## src/rtl/seg7_bcd_display_pkg.sv

```systemverilog
`default_nettype none
// +------------------------------------------------------------------------+
// | seg7_pkg : shared types and constants for the BCD seven-segment display |
// | Revision : 1.0                                                         |
// +------------------------------------------------------------------------+
package seg7_pkg;

  typedef enum logic [1:0] {
    IDLE = 2'd0,
    CONV = 2'd1,
    LOAD = 2'd2
  } state_t;

  localparam logic [6:0] SEG_BLANK = 7'h00;
  localparam logic [6:0] SEG_DASH  = 7'h40;

  // Raw {g,f,e,d,c,b,a} patterns for decimal digits 0..9
  localparam logic [6:0] SEG_DIGITS [10] = '{
    7'h3F, 7'h06, 7'h5B, 7'h4F, 7'h66, 7'h6D, 7'h7D, 7'h07, 7'h7F, 7'h6F
  };

  function automatic int pow10(input int n);
    int r;
    r = 1;
    for (int i = 0; i < n; i++) r = r * 10;
    return r;
  endfunction

endpackage
`default_nettype wire

```

## src/rtl/seg7_bcd_display_if.sv

```systemverilog
`default_nettype none
// +------------------------------------------------------------------------+
// | seg7_bcd_display_if : start/busy/done handshake and display outputs    |
// | Revision : 1.0                                                         |
// +------------------------------------------------------------------------+
interface seg7_bcd_display_if #(
  parameter int IN_W   = 7,
  parameter int DIGITS = 2
);
  logic                  start;
  logic [IN_W-1:0]       bin_in;
  logic                  busy;
  logic                  done;
  logic                  overflow;
  logic [7*DIGITS-1:0]   seg;

  modport master (output start, bin_in, input  busy, done, overflow, seg);
  modport slave  (input  start, bin_in, output busy, done, overflow, seg);
endinterface
`default_nettype wire

```

## src/rtl/seg7_bcd_display_encode.sv

```systemverilog
`default_nettype none
// +------------------------------------------------------------------------+
// | seg7_encode : one BCD digit to raw active-high segments                |
// | Revision : 1.0                                                         |
// +------------------------------------------------------------------------+
module seg7_encode
  import seg7_pkg::*;
(
  input  logic [3:0] digit,
  input  logic       blank,
  input  logic       dash,
  output logic [6:0] seg
);

  // Dash wins over blanking; out-of-range nibbles decode to blank
  always_comb begin
    seg = SEG_BLANK;
    if (dash) begin
      seg = SEG_DASH;
    end else if (!blank && (digit <= 4'd9)) begin
      seg = SEG_DIGITS[digit];
    end
  end

endmodule
`default_nettype wire

```

## src/rtl/seg7_bcd_display.sv

```systemverilog
`default_nettype none
// +------------------------------------------------------------------------+
// | seg7_bcd_display : serial double-dabble binary to BCD converter that   |
// |                    drives DIGITS seven-segment digits                  |
// | Revision : 1.0                                                         |
// +------------------------------------------------------------------------+
module seg7_bcd_display
  import seg7_pkg::*;
#(
  parameter int IN_W           = 7,
  parameter int DIGITS         = 2,
  parameter int SEG_ACTIVE_LOW = 0,
  parameter int BLANK_LZ       = 1
) (
  input  logic               clk,
  input  logic               rst_n,
  seg7_bcd_display_if.slave  bus
);

  localparam int BCD_W = 4 * DIGITS;
  localparam int SEG_W = 7 * DIGITS;
  localparam int CNT_W = $clog2(IN_W + 1);

  localparam logic [31:0]      MAX_DEC    = 32'(pow10(DIGITS) - 1);
  localparam logic [31:0]      MAX_BIN    = 32'((1 << IN_W) - 1);
  localparam bit               OVF_EN     = (MAX_BIN > MAX_DEC);
  localparam logic [SEG_W-1:0] SEG_INV    = (SEG_ACTIVE_LOW != 0) ? '1 : '0;
  localparam logic [CNT_W-1:0] LAST_SHIFT = CNT_W'(IN_W - 1);

  state_t            r_state;
  logic [IN_W-1:0]   r_shreg;
  logic [BCD_W-1:0]  r_bcd;
  logic [CNT_W-1:0]  r_cnt;
  logic              r_ovf_n;
  logic              r_busy;
  logic              r_done;
  logic              r_ovf;
  logic [SEG_W-1:0]  r_seg;

  logic              w_ovf_in;
  logic [BCD_W-1:0]  w_bcd_adj;
  logic [DIGITS-1:0] w_blank;
  logic [SEG_W-1:0]  w_seg_raw;

  assign w_ovf_in = OVF_EN && (32'(bus.bin_in) > MAX_DEC);

  always_comb begin
    w_bcd_adj = r_bcd;
    for (int i = 0; i < DIGITS; i++) begin
      if (r_bcd[4*i +: 4] >= 4'd5) w_bcd_adj[4*i +: 4] = r_bcd[4*i +: 4] + 4'd3;
    end
  end

  // A digit above the units is blank when it and every digit above it are zero
  always_comb begin
    w_blank = '0;
    for (int k = 1; k < DIGITS; k++) begin
      w_blank[k] = (BLANK_LZ != 0) && ((r_bcd >> (4 * k)) == '0);
    end
  end

  generate
    for (genvar k = 0; k < DIGITS; k++) begin : g_digit
      seg7_encode u_encode (
        .digit (r_bcd[4*k +: 4]),
        .blank (w_blank[k]),
        .dash  (r_ovf_n),
        .seg   (w_seg_raw[7*k +: 7])
      );
    end
  endgenerate

  always_ff @(posedge clk or negedge rst_n) begin
    if (!rst_n) begin
      r_state <= IDLE;
      r_shreg <= '0;
      r_bcd   <= '0;
      r_cnt   <= '0;
      r_ovf_n <= 1'b0;
      r_busy  <= 1'b0;
      r_done  <= 1'b0;
      r_ovf   <= 1'b0;
      r_seg   <= SEG_INV;
    end else begin
      r_done <= 1'b0;
      case (r_state)
        IDLE: begin
          if (bus.start) begin
            r_shreg <= bus.bin_in;
            r_bcd   <= '0;
            r_cnt   <= '0;
            r_ovf_n <= w_ovf_in;
            r_busy  <= 1'b1;
            r_state <= CONV;
          end
        end
        CONV: begin
          r_bcd   <= {w_bcd_adj[BCD_W-2:0], r_shreg[IN_W-1]};
          r_shreg <= {r_shreg[IN_W-2:0], 1'b0};
          r_cnt   <= r_cnt + CNT_W'(1);
          if (r_cnt == LAST_SHIFT) r_state <= LOAD;
        end
        LOAD: begin
          r_seg   <= w_seg_raw ^ SEG_INV;
          r_ovf   <= r_ovf_n;
          r_done  <= 1'b1;
          r_busy  <= 1'b0;
          r_state <= IDLE;
        end
        default: r_state <= IDLE;
      endcase
    end
  end

  assign bus.busy     = r_busy;
  assign bus.done     = r_done;
  assign bus.overflow = r_ovf;
  assign bus.seg      = r_seg;

endmodule
`default_nettype wire
```

## src/flat_wrapper.sv

```systemverilog
// flat-port wrapper written by rule: the top's interface ports become plain ports
module seg7_bcd_display_flat import seg7_pkg::*;
#(
  parameter int IN_W           = 7,
  parameter int DIGITS         = 2,
  parameter int SEG_ACTIVE_LOW = 0,
  parameter int BLANK_LZ       = 1
)
  (clk, rst_n, bus_start, bus_bin_in, bus_busy, bus_done, bus_overflow, bus_seg);
  seg7_bcd_display_if #(.IN_W(IN_W), .DIGITS(DIGITS)) bus_i ();
  input  logic clk;
  input  logic rst_n;
  input wire logic [$bits(bus_i.start)-1:0] bus_start;
  input wire logic [$bits(bus_i.bin_in)-1:0] bus_bin_in;
  output wire logic [$bits(bus_i.busy)-1:0] bus_busy;
  output wire logic [$bits(bus_i.done)-1:0] bus_done;
  output wire logic [$bits(bus_i.overflow)-1:0] bus_overflow;
  output wire logic [$bits(bus_i.seg)-1:0] bus_seg;
  assign bus_i.start = bus_start;
  assign bus_i.bin_in = bus_bin_in;
  assign bus_busy = bus_i.busy;
  assign bus_done = bus_i.done;
  assign bus_overflow = bus_i.overflow;
  assign bus_seg = bus_i.seg;
  seg7_bcd_display #(.IN_W(IN_W), .DIGITS(DIGITS), .SEG_ACTIVE_LOW(SEG_ACTIVE_LOW), .BLANK_LZ(BLANK_LZ)) u_core (.clk(clk), .rst_n(rst_n), .bus(bus_i));
endmodule
```

## config.mk

```make
export PLATFORM = sky130hd
export DESIGN_NAME = seg7_bcd_display_flat
export DESIGN_NICKNAME = d
export VERILOG_FILES = /design/src/rtl/seg7_bcd_display_pkg.sv /design/src/rtl/seg7_bcd_display_if.sv /design/src/rtl/seg7_bcd_display_encode.sv /design/src/rtl/seg7_bcd_display.sv /design/src/flat_wrapper.sv
export SDC_FILE = /design/constraint.sdc
export NUM_CORES = 1
export LEC_CHECK = 0
export ABC_CLOCK_PERIOD_IN_PS = 1300
export CAP_MARGIN = 20
export CELL_PAD_IN_SITES_DETAIL_PLACEMENT = 1
export CELL_PAD_IN_SITES_GLOBAL_PLACEMENT = 1
export CORE_ASPECT_RATIO = 1.75
export CORE_MARGIN = 10
export CORE_UTILIZATION = 38
export DETAILED_ROUTE_END_ITERATION = 12
export PLACE_DENSITY = 0.82
export SETUP_SLACK_MARGIN = 0.3
export SLEW_MARGIN = 30
export SYNTH_ARGS = -nofsm -noshare
export SYNTH_HDL_FRONTEND = slang
export SYNTH_SLANG_ARGS = --single-unit
```

## constraint.sdc

```tcl
create_clock -name clk -period 1.3 [get_ports clk]
set_input_delay 0.195 -clock clk [delete_from_list [all_inputs] [get_ports clk]]
set_output_delay 0.195 -clock clk [all_outputs]
set_load 0.02 [all_outputs]
```

==> run metrics, run 1 <==
placed cells between 300 and 400; First-pass DRT Iterations 4; area of the multi-input gates between 1000 and 1500 µm²; port bufs 26; # nets final between 300 and 400; CP Max Fanout 6; number of global-route vias before repair ~2400; Async S/R FF share, synth 100%; Top cell by count, worst path nand2b_1; clk slew on worst S/H paths 0.10 ns; Slowest-stage cell, CP dfrtp_1; final period utilization 120%; clock share of power 11.1%; synthesized instance count about 210; Post-synth EDFFs 0; placed instance area approximately 2600 µm²; status finished, violations left; Pwr Density around 2800 nW/µm²; DP HPWL 4.05 mm; FF/Latch Area 957 µm²; CTS buffer count 5; Clock Skew between 0.015 and 0.02 ns; final hold viol count 0; antenna-violating nets left 0; Post-synth top cells dfrtp_1, nand2_1, o21ai_0; Seq pwr share between 20% and 30%; top-count cell post-synth dfrtp_1; worst setup margin -0.260 ns; Hold Crit Class in2async; slew margin rel. about half; fmax 641 MHz; ys flop type dfrtp_1; Max Buffers Root-to-Sink 2; Design Area, Final 3720 µm²; Critical Path RT approximately 1.5 ns; Sw Ratio between 40% and 50%; largest area contributor in the netlist dfrtp_1; proportion of layout cells with a drive suffix above 1 approximately three fifths; Yosys reg bits 38; Final Non-Filler Cells about 370; initial antenna violation count 0; Die Y 116 µm; Int Power ~5.7 mW; maximum vdd drop 1.81 mV; DIE AREA slightly below 9000 µm²; Hold Slack roughly 0.36 ns; Root Driver clkbuf_8; first-pass GRT wire length between 10 and 15 mm; total number of vias ~2100; Min Clock Period, post-route approximately 1.6 ns; kind of critical path reg2reg; # fillers ~480; Psw around 4.6 mW; Critical Path AT ~1.8 ns; failing checks setup timing; CTS tree yes; number of max-cap violations 0; row count 35; Via density just under 6; Starting Density 38.7%; synthesized area per cell 9.51 µm²; synthesized cell area 2020 µm²; antenna fix cells 0; initial DRC count ~140; clk_lat worst skew 0.33 ns; Num Clock Sinks 38; Slew Viols, Final 0; Power, Total between 10 and 15 mW; gpl congestion around 0.78; Area Overhead vs Synth 84.6%; critical path cell sequence nand2b_1 -> o22ai_2 -> nand2b_1 -> o31ai_2; pin count of the biggest net entering global routing 39; gr usage total 19.9%; Cell variety after synth 38; RSZ-0062 raised after global routing true; CP startpoint kind flop; IO Count 27; Comb pwr share 65.9%; YS warnings 0; DR WL/cell ~26 µm; net count after synthesis roughly 230; DRT Wirelength 9.46 mm; CORE AREA roughly 5200 µm²; Lkg Pwr approximately 1.7 nW; Synth area leaders dfrtp_1, ha_1, o21ai_0; DRC 0; chip width 75.1 µm; setup violators final 28; sequential-to-total area share from yosys stat 47.1%; Slowest Stage Delay on Critical Path roughly 0.52 ns; grt total ovfl 0; top-area cell type share of the netlist area a little under half; H-tree depth 2; worst slew pin tran between 0.7 and 0.8 ns; Worst setup EP type flop
## path summary, 6_finish.rpt
path                                               start                              end  slack, ns  cells after the start
max in group asynchronous                          rst_n  u_core.bus.overflow$_DFFE_PN0P_       0.73                      3
hold / removal                                     rst_n      u_core.r_cnt[2]$_DFFE_PN0P_       0.36                      3
setup reg to reg             u_core.r_bcd[7]$_DFFE_PN0P_    u_core.bus.seg[9]$_DFFE_PN0P_      -0.26                      4
min in group clk                               bus_start       u_core.r_ovf_n$_DFFE_PN0P_       0.50                      4
setup / recovery             u_core.r_bcd[7]$_DFFE_PN0P_    u_core.bus.seg[9]$_DFFE_PN0P_      -0.26                      4
hold reg to reg            u_core.bus.seg[3]$_DFFE_PN0P_    u_core.bus.seg[3]$_DFFE_PN0P_       0.52                      2
## critical path: cells and delay by family, from the launching register on
| family | cells | cell delay [ns] |
|---|---|---|
| compound gates | 2 | 0.54 |
| flops | 1 | 0.52 |
| simple gates | 2 | 0.40 |
## stage by stage
stage,utilization (%),setup WS [ns],setup TNS [ns]
finish,71.4,-0.260,-2.93
global route,71.4,-0.352,-4.21
CTS,64.3,-0.124,-0.827
detailed placement,50.7,-0.223,-1.76
global placement,50.7,-0.152,-0.650
floorplan,-,0.00139,0
## kinds of logic (layout without fill, tap and decap cells)
kind of cell	count (synthesis)	count (layout)	share of synthesized area [%]
flops	38	38	47.1
mux	3	3	1.55
fa+ha+maj	12	12	7.44
xor+xnor	2	2	0.869
compound gates	70	70	21.8
buf+inv	22	121	5.40
simple gates	65	65	15.8
## repair_timing
| item | CTS | global route |
|---|---|---|
| hold endpoints to repair | 38 | 0 |
| pin swaps | 38 | 20 |
| gates cloned | 3 | 1 |
| resized for setup | 185 | 55 |
| hold buffers | 1 | 0 |
| setup endpoints to repair | 55 | 55 |
| setup buffers | 29 | 15 |
## power groups by stage
stage          logic, mW  clock network, mW  registers, mW
2_1_floorplan       2.17                  0           2.29
3_3_place_gp        3.70                  0           2.10
3_5_place_dp        3.86                  0           2.13
4_1_cts             5.39               1.09           2.19
5_1_grt             7.15               1.18           2.42
6_report            6.80               1.15           2.37
## metal layers
metal  wire length (µm)  GRT usage (%)  up-vias  share of wire [%]
met4                473           12.2        0                5.0
met3                299           4.25       35                3.2
li1                   -              -      940                  -
met5                  0              0        -                  0
met2               5260           36.3       68                 56
met1               3430           19.4     1080                 36
## state kept, by name, summed over array words and instances, names as in the netlist
| register | count |
|---|---|
| u_core.r_bcd | 8 |
| u_core.r_cnt | 3 |
| u_core.bus.overflow | 1 |
| u_core.r_shreg | 7 |
| u_core.bus.seg | 14 |
| u_core.bus.done | 1 |
| u_core.r_ovf_n | 1 |
| u_core.r_state | 2 |
| u_core.bus.busy | 1 |
## placed cells by master (no fill, tap or decap), types with 3 or more instances in the layout
master	n
o21ai_2	11
buf_6	41
a21oi_2	8
a21oi_4	3
o22ai_2	3
inv_4	4
nand2b_1	4
clkbuf_8	6
inv_1	5
ha_1	3
buf_4	44
a21oi_1	6
dfrtp_2	5
dfrtp_1	33
nand2_1	16
a22o_1	7
clkdlybuf4s50_1	7
nor2_4	3
ha_4	8
buf_16	3
nand2b_4	5
and3_1	3
nor2_1	7
nand2_4	8
o21ai_1	13
## area by class of cell
type	count	area share, %
Sequential cell	38	25.7
Timing Repair Buffer	101	27.5
Inverter	11	1.82
Clock buffer	7	2.32
Timing Repair inverter	1	0.235
Tap cell	55	1.85
Clock inverter	1	0.807
Multi-Input combinational cell	152	39.8
Power figures use the tool's default switching activity.
==> inputs of run 2 (changes only) <==
--- a/config.mk
+++ b/config.mk
@@ -15,7 +15,6 @@
 export DETAILED_ROUTE_END_ITERATION = 12
 export PLACE_DENSITY = 0.82
 export SETUP_SLACK_MARGIN = 0.3
-export SLEW_MARGIN = 30
 export SYNTH_ARGS = -nofsm -noshare
 export SYNTH_HDL_FRONTEND = slang
 export SYNTH_SLANG_ARGS = --single-unit
==> results of run 2 <==
Final layout, timing and power as in run 1 (identical DEF).
